==> src/rtl/sensor_pkg.sv <==
// Shared constants and types for the track-sensor front end.
// Lockout-related items are only used when SENSOR_LOCKOUT_EN is defined.
package sensor_pkg;

  localparam int SENSOR_NUM_DEF = 3;
  localparam int DEBOUNCE_DEF   = 4;
  localparam int LOCKOUT_DEF    = 16;

  typedef enum logic {LK_IDLE, LK_ACTIVE} lk_state_t;

endpackage

==> src/rtl/sensor_conditioner_if.sv <==
// Raw sensor inputs and conditioned outputs for both bots, as one bundle.
// The master side drives the raw lines; the slave side is the conditioner.
interface sensor_conditioner_if #(
  parameter int NUM_SENSORS = sensor_pkg::SENSOR_NUM_DEF
);

  logic [NUM_SENSORS-1:0] bot1_sensors_raw;
  logic [NUM_SENSORS-1:0] bot2_sensors_raw;
  logic                   Sensors_reg1;
  logic                   Sensors_reg2;
  logic [NUM_SENSORS-1:0] bot1_stable;
  logic [NUM_SENSORS-1:0] bot2_stable;

  modport master (
    output bot1_sensors_raw, bot2_sensors_raw,
    input  Sensors_reg1, Sensors_reg2, bot1_stable, bot2_stable
  );

  modport slave (
    input  bot1_sensors_raw, bot2_sensors_raw,
    output Sensors_reg1, Sensors_reg2, bot1_stable, bot2_stable
  );

endinterface

==> src/rtl/sensor_debounce.sv <==
// One sensor channel: 2-flop synchronizer, debounce counter and stable bit.
// rise_commit is combinational and marks the edge at which a 0->1 commit happens.
module sensor_debounce
  import sensor_pkg::*;
#(
  parameter int DEBOUNCE_CYCLES = DEBOUNCE_DEF
) (
  input  logic clk,
  input  logic rst,
  input  logic raw,
  output logic stable,
  output logic rise_commit
);

  localparam int CW = $clog2(DEBOUNCE_CYCLES);
  localparam logic [CW-1:0] CNT_LAST = CW'(DEBOUNCE_CYCLES - 1);

  logic          s1;
  logic          s2;
  logic [CW-1:0] cnt;
  logic          commit;

  assign commit      = (s2 != stable) && (cnt == CNT_LAST);
  assign rise_commit = commit && s2;

  // Any cycle where s2 agrees with stable restarts the count, so only an
  // unbroken run of DEBOUNCE_CYCLES disagreeing samples gets committed.
  always_ff @(posedge clk or posedge rst) begin
    if (rst) begin
      s1     <= 1'b0;
      s2     <= 1'b0;
      cnt    <= '0;
      stable <= 1'b0;
    end else begin
      s1 <= raw;
      s2 <= s1;
      if (s2 == stable) begin
        cnt <= '0;
      end else if (commit) begin
        stable <= s2;
        cnt    <= '0;
      end else begin
        cnt <= cnt + 1'b1;
      end
    end
  end

endmodule

==> src/rtl/sensor_conditioner.sv <==
// Conditions both bots' raw sensors into debounced state and one-cycle hit strobes.
// Define SENSOR_LOCKOUT_EN to add the per-bot post-hit lockout window.
module sensor_conditioner
  import sensor_pkg::*;
#(
  parameter int NUM_SENSORS     = SENSOR_NUM_DEF,
  parameter int DEBOUNCE_CYCLES = DEBOUNCE_DEF,
  parameter int LOCKOUT_CYCLES  = LOCKOUT_DEF
) (
  input  logic                 clk,
  input  logic                 rst,
  sensor_conditioner_if.slave  sif
);

  logic [NUM_SENSORS-1:0] stable1, stable2;
  logic [NUM_SENSORS-1:0] rise1, rise2;
  logic [1:0]             cand;
  logic [1:0]             hit_q;

  for (genvar i = 0; i < NUM_SENSORS; i++) begin : g_chan
    sensor_debounce #(.DEBOUNCE_CYCLES(DEBOUNCE_CYCLES)) u_bot1 (
      .clk         (clk),
      .rst         (rst),
      .raw         (sif.bot1_sensors_raw[i]),
      .stable      (stable1[i]),
      .rise_commit (rise1[i])
    );
    sensor_debounce #(.DEBOUNCE_CYCLES(DEBOUNCE_CYCLES)) u_bot2 (
      .clk         (clk),
      .rst         (rst),
      .raw         (sif.bot2_sensors_raw[i]),
      .stable      (stable2[i]),
      .rise_commit (rise2[i])
    );
  end

  // Simultaneous rising commits within one bot collapse into a single hit.
  assign cand = {|rise2, |rise1};

`ifdef SENSOR_LOCKOUT_EN
  localparam int LW = $clog2(LOCKOUT_CYCLES + 1);
  localparam logic [LW-1:0] LK_LOAD = LW'(LOCKOUT_CYCLES);

  for (genvar b = 0; b < 2; b++) begin : g_lockout
    lk_state_t       lk_state;
    logic [LW-1:0]   lk_cnt;

    // Hits arriving while ACTIVE, including on the edge that returns to
    // IDLE, are dropped rather than deferred.
    always_ff @(posedge clk or posedge rst) begin
      if (rst) begin
        lk_state <= LK_IDLE;
        lk_cnt   <= '0;
        hit_q[b] <= 1'b0;
      end else begin
        case (lk_state)
          LK_IDLE: begin
            hit_q[b] <= cand[b];
            if (cand[b]) begin
              lk_cnt   <= LK_LOAD;
              lk_state <= LK_ACTIVE;
            end
          end
          LK_ACTIVE: begin
            hit_q[b] <= 1'b0;
            if (lk_cnt == LW'(1)) begin
              lk_cnt   <= '0;
              lk_state <= LK_IDLE;
            end else begin
              lk_cnt <= lk_cnt - 1'b1;
            end
          end
          default: begin
            hit_q[b] <= 1'b0;
            lk_cnt   <= '0;
            lk_state <= LK_IDLE;
          end
        endcase
      end
    end
  end
`else
  // Without lockout the window length has no effect; every hit strobes.
  if (LOCKOUT_CYCLES >= 0) begin : g_direct
    always_ff @(posedge clk or posedge rst) begin
      if (rst) begin
        hit_q <= 2'b00;
      end else begin
        hit_q <= cand;
      end
    end
  end
`endif

  assign sif.Sensors_reg1 = hit_q[0];
  assign sif.Sensors_reg2 = hit_q[1];
  assign sif.bot1_stable  = stable1;
  assign sif.bot2_stable  = stable2;

endmodule

==> src/flat_wrapper.sv <==
// flat-port wrapper written by rule: the top's interface ports become plain ports
module sensor_conditioner_flat import sensor_pkg::*;
#(
  parameter int NUM_SENSORS     = SENSOR_NUM_DEF,
  parameter int DEBOUNCE_CYCLES = DEBOUNCE_DEF,
  parameter int LOCKOUT_CYCLES  = LOCKOUT_DEF
)
  (clk, rst, sif_bot1_sensors_raw, sif_bot2_sensors_raw, sif_Sensors_reg1, sif_Sensors_reg2, sif_bot1_stable, sif_bot2_stable);
  sensor_conditioner_if #(.NUM_SENSORS(NUM_SENSORS)) sif_i ();
  input  logic clk;
  input  logic rst;
  input wire logic [$bits(sif_i.bot1_sensors_raw)-1:0] sif_bot1_sensors_raw;
  input wire logic [$bits(sif_i.bot2_sensors_raw)-1:0] sif_bot2_sensors_raw;
  output wire logic [$bits(sif_i.Sensors_reg1)-1:0] sif_Sensors_reg1;
  output wire logic [$bits(sif_i.Sensors_reg2)-1:0] sif_Sensors_reg2;
  output wire logic [$bits(sif_i.bot1_stable)-1:0] sif_bot1_stable;
  output wire logic [$bits(sif_i.bot2_stable)-1:0] sif_bot2_stable;
  assign sif_i.bot1_sensors_raw = sif_bot1_sensors_raw;
  assign sif_i.bot2_sensors_raw = sif_bot2_sensors_raw;
  assign sif_Sensors_reg1 = sif_i.Sensors_reg1;
  assign sif_Sensors_reg2 = sif_i.Sensors_reg2;
  assign sif_bot1_stable = sif_i.bot1_stable;
  assign sif_bot2_stable = sif_i.bot2_stable;
  sensor_conditioner #(.NUM_SENSORS(NUM_SENSORS), .DEBOUNCE_CYCLES(DEBOUNCE_CYCLES), .LOCKOUT_CYCLES(LOCKOUT_CYCLES)) u_core (.clk(clk), .rst(rst), .sif(sif_i));
endmodule
==> config.mk <==
export PLATFORM = sky130hd
export DESIGN_NAME = sensor_conditioner_flat
export DESIGN_NICKNAME = d
export VERILOG_FILES = /design/src/rtl/sensor_pkg.sv /design/src/rtl/sensor_conditioner_if.sv /design/src/rtl/sensor_debounce.sv /design/src/rtl/sensor_conditioner.sv /design/src/flat_wrapper.sv
export SDC_FILE = /design/constraint.sdc
export NUM_CORES = 1
export LEC_CHECK = 0
export BUFFER_PORTS_ARGS = -buffer_cell sky130_fd_sc_hd__buf_2
export CORE_ASPECT_RATIO = 0.8
export CORE_UTILIZATION = 62
export CTS_BUF_LIST = sky130_fd_sc_hd__clkbuf_8
export DETAILED_ROUTE_END_ITERATION = 8
export PLACE_DENSITY = 0.84
export SLEW_MARGIN = 20
export SYNTH_ARGS = -nofsm -noshare
export SYNTH_HDL_FRONTEND = slang
export SYNTH_HIERARCHICAL = 1
export SYNTH_SLANG_ARGS = --single-unit
==> constraint.sdc <==
create_clock -name clk -period 2.7 [get_ports clk]
set_clock_uncertainty 0.1 [all_clocks]
set_input_delay 0.54 -clock clk [delete_from_list [all_inputs] [get_ports clk]]
set_output_delay 0.54 -clock clk [all_outputs]
set_load 0.005 [all_outputs]
; After elaboration in Yosys (flattened, before gate mapping)
; Cells that the tools add are included.
[word_totals]
register_bits = 32
inputBits = 8
output_inout_bits = 8
wordCells = 87
[classes]
n_addsub = 6
eq_ne = 18
mux = 12
n_bitwise = 6
reduce_logical = 20
[op_table]
columns = cell, count
row1 = 2-to-1 mux 2 bit, 12
row2 = "adder 2 x 1 -> 2 bit, second input constant", 6
row3 = "equality test 2 bit, second input constant", 6
row4 = logical AND 1 bit, 12
row5 = AND reduction 2 bit, 6
row6 = equality test 1 bit, 6
row7 = inequality test 1 bit, 6
row8 = NOT 1 bit, 6
row9 = OR reduction 3 bit, 2

; Depth between registers and ports, before layout
[logic_depth]
ltp_word = 4
depth_mapped = 4
ltp_nobuf = 4

; Hierarchy
; Netlist, hierarchy kept.
[by_module_without_submodules]
columns = mod, n_inst, cells_each, area_each_um2, seq_area_each_um2
row1 = sensor_debounce, 6, 14, 182.7, 125.1
row2 = sensor_conditioner, 1, 5, 66.3, 50.0

; Least setup slack after synthesis
; Ideal clock, no wire load.
[synth_timing]
kind = reg2reg
startpoint = reg u_core.g_chan[1].u_bot1.cnt[0]
endpoint = reg u_core.hit_q[0]
setup_ns = 0.131
arrival_time_ns = 1.048
required_time_ns = 2.469
setup_slack_ns = 1.421
path_stages_with_launch = 5
path_buffers = 0
synth_period_minus_slack_ns = 1.279
cell_sequence = dfrtp_1 ha_1 nand2_1 nor2_1 or3_1
[synth_via]
elab_chain_cells = 4
[synth_lines]
columns = element, line
row1 = start: declaration, sensor_debounce.sv:20  ; logic [CW-1:0] cnt;
row2 = start signal: assignment, sensor_debounce.sv:43  ; cnt <= cnt + 1'b1;
row3 = equality test 2 bit, sensor_debounce.sv:23  ; assign commit = (s2 != stable) && (cnt == CNT_LAST);
row4 = logical AND 1 bit, sensor_debounce.sv:23
row5 = logical AND 1 bit, sensor_debounce.sv:24  ; assign rise_commit = commit && s2;
row6 = named net u_core.rise1[1], sensor_conditioner.sv:16  ; logic [NUM_SENSORS-1:0] rise1, rise2;
row7 = OR reduction 3 bit, sensor_conditioner.sv:38  ; assign cand = {|rise2, |rise1};
row8 = named net u_core.cand[0], sensor_conditioner.sv:17  ; logic [1:0] cand;
row9 = end signal: assignment, sensor_conditioner.sv:89  ; hit_q <= cand;
row10 = end: declaration, sensor_conditioner.sv:18  ; logic [1:0] hit_q;
; The timed path passes the listed nets, and every way through them passes these cells.
; A chain may end at the register's enable or synchronous reset.

; Final worst setup path
[layout_timing]
startpoint = reg u_core.g_chan[1].u_bot1.stable
endpoint = out sif_bot1_stable[1]
[layout_lines]
columns = element, line
row1 = start: declaration, sensor_debounce.sv:11  ; output logic stable,
row2 = start signal: assignment, sensor_debounce.sv:33  ; stable <= 1'b0;
row3 = start signal: assignment, sensor_debounce.sv:40  ; stable <= s2;
row4 = end: declaration, flat_wrapper.sv:16  ; output wire logic [$bits(sif_i.bot1_stable)-1:0] sif_bot1_stable;
; No word-level cell between the ends.

==> impl_metrics.env <==
export IMPL_status="completed"
export IMPL_final_cell_mix="dfrtp_1 (32), inv_1 (15), buf_2 (15)"
export IMPL_gp_congestion=0.717
export IMPL_max_freq_ghz=0.673
export IMPL_initial_core_util_pct=68.7
export IMPL_first_pass_iters=4
export IMPL_io_buffers=15
export IMPL_drc=0
export IMPL_ys_seq_area_share_pct=68.9
export IMPL_cts_sinks=32
export IMPL_crit_chain="buf_2"
export IMPL_worst_path_buf_inv=1
export IMPL_fp_row_count=13
export IMPL_timing_final_ws_setup_ns=1.21
export IMPL_grt_overflow=0
export IMPL_crit_family="flip-flops"
export IMPL_syn_inst=89
export IMPL_hold_viol=0
export IMPL_postCtsHoldBufs=0
export IMPL_setup_viol=0
export IMPL_final_common_cell="dfrtp_1"
export IMPL_grt_pass1_vias=623
export IMPL_dp_cells=126
export IMPL_worst_pin_slew_ns=0.287
export IMPL_cts_tree="done"
export IMPL_cts_resized=0
export IMPL_whs_ns=0.0762
export IMPL_first_iter_violations=9
export IMPL_start_kind="flop"
export IMPL_avgSynthCellArea_sq_um=13.1
export IMPL_viasPerCell=4.95
export IMPL_syn_area_sq_um=1160
export IMPL_grt_max_degree=10
export IMPL_num_vias=663
export IMPL_cts_buffers=5
export IMPL_crit_path_max_fanout=4
export IMPL_drive_gt1_share_pct=24.1
export IMPL_fin_crit_ns=1.49
export IMPL_antenna_found_initial=0
export IMPL_setup_tns_ns=0
export IMPL_ir_worst_vdd_v=0.000763
export IMPL_arrival_ns=0.85
export IMPL_chipHeight_um=40.7
export IMPL_synth_area_leaders="dfrtp_1 (69%), ha_1 (6.5%), nor3_2 (5.2%)"
export IMPL_yosysTopAreaCellShare_pct=68.9
export IMPL_root_buffer="clkbuf_8"
export IMPL_grt_util_met1_pct=21.5
export IMPL_cpMaxStageDelayCell="dfrtp_1"
export IMPL_finalNonFillerCells=134
export IMPL_design_die_area_sq_um=2050
export IMPL_syn_to_final_growth_pct=16.6
export IMPL_p_total_w=0.00138
export IMPL_nets=125
export IMPL_clk_pin_slew_ns=0.06
export IMPL_dp_slack_ns=1.35
export IMPL_die_w_um=50.4
export IMPL_met3_usage_pct=11.1
export IMPL_use_met2_pct=38.0
export IMPL_cts_buffer_depth=2
export IMPL_ant_nets=0
export IMPL_rsz0062_at_grt="false"
export IMPL_syn_num_nets=103
export IMPL_maxCapViolations=0
export IMPL_grt_use_total_pct=21.0
export IMPL_synth_top_cell_by_area="dfrtp_1"
export IMPL_clkLatencyLatePin_ns=0.27
export IMPL_wl_mm=1.81
export IMPL_num_antenna_cells=0
export IMPL_required_ns=2.06
export IMPL_power_density_nw_per_um2=1020
export IMPL_finalMaxSlewViolations=0
export IMPL_hp_class="primary input to asynchronous set/reset pin"
export IMPL_ys_types=10
export IMPL_end_kind="output pin"
export IMPL_slowest_delay_ns=0.42
export IMPL_hpwl_mm=1.19
export IMPL_busiest_layer="met2"
export IMPL_ios=16
export IMPL_path_class="flop to output pin"
export IMPL_p_leak_nw=0.720
export IMPL_synth_seq_cells=32
export IMPL_post_cts_buffers=0
export IMPL_finalCritPeriodShare_pct=55.0
export IMPL_ys_warnings_count=6
export IMPL_core_area_sq_um=1690
export IMPL_routedWlPerCell_um=13.5
export IMPL_slew_headroom_pct=80.7
export IMPL_htreeDepth=2
export IMPL_grt_pass1_wl_mm=2.73
## routing by layer
metal,share of wire (%),wire length [um]
met4,1.5,27
met5,0,0
met1,44,793
met2,50,904
met3,4.4,80
## sequential cells by signal (all words and copies together), names as in the netlist
name                         flops
u_core/hit_q                     2
u_core/g_chan.u_bot2/s1          3
u_core/g_chan.u_bot1/stable      3
u_core/g_chan.u_bot1/cnt         6
u_core/g_chan.u_bot2/stable      3
u_core/g_chan.u_bot1/s1          3
u_core/g_chan.u_bot2/cnt         6
u_core/g_chan.u_bot2/s2          3
u_core/g_chan.u_bot1/s2          3
## final timing paths
path / start / end / slack (ns) / cells after the start
max reg2reg: u_core/g_chan[1].u_bot2/cnt[0] / u_core/hit_q[1] / 1.30 / 4
max: u_core/g_chan[1].u_bot1/stable / sif_bot1_stable[1] / 1.21 / 1
max in group asynchronous: rst / u_core/g_chan[1].u_bot1/cnt[0] / 2.22 / 2
min: rst / u_core/hit_q[0] / 0.08 / 2
min reg2reg: u_core/g_chan[0].u_bot1/s1 / u_core/g_chan[0].u_bot1/s2 / 0.25 / 0
min in group clk: u_core/g_chan[0].u_bot1/s1 / u_core/g_chan[0].u_bot1/s2 / 0.25 / 0
## final cells by class
type,count,area (sq um)
sequential,32,801
fill,111,337
multi-input combinational,44,313
clock buffer,6,82.6
timing repair buffer,15,75.1
inverter,13,48.8
tap,22,27.5
clock inverter,2,7.51
## cell families after synthesis
family / share of synthesized area, %
compound gates: 2.58
xor+xnor: 4.52
fa+ha+maj: 6.46
buf+inv: 4.20
flops: 68.9
simple gates: 13.3
## worst register-to-register path: stages (launching register included)
cell and delay (ns):
dfrtp_1 0.40, ha_1 0.25, nand2_1 0.10, nor2_1 0.04, or3_1 0.37
## cells in the mapped netlist
cell      n
dfrtp_1  32
ha_1      6
inv_1    13
nand2_1   6
nor2_1    6
nor2b_1   6
nor3_2    6
o21ai_0   6
or3_1     2
xnor2_1   6
## where the power goes
| part | internal (W) | total [W] | leakage [nW] | switching (W) |
|---|---|---|---|---|
| logic | 0.000167 | 0.000330 | 0.269 | 0.000163 |
| registers | 0.000609 | 0.000704 | 0.397 | 0.0000948 |
| clock network | 0.000200 | 0.000350 | 0.0538 | 0.000151 |
## per-stage QoR
| step | utilization, % | instance area (sq um) |
|---|---|---|
| after CTS | 80.1 | 1360 |
| after detailed placement | 74.8 | 1260 |
| after global routing | 80.1 | 1360 |
| after global placement | 74.8 | 1260 |
| final | 80.1 | 1360 |
| after floorplan | - | 1160 |
Power figures use the tool's default switching activity.
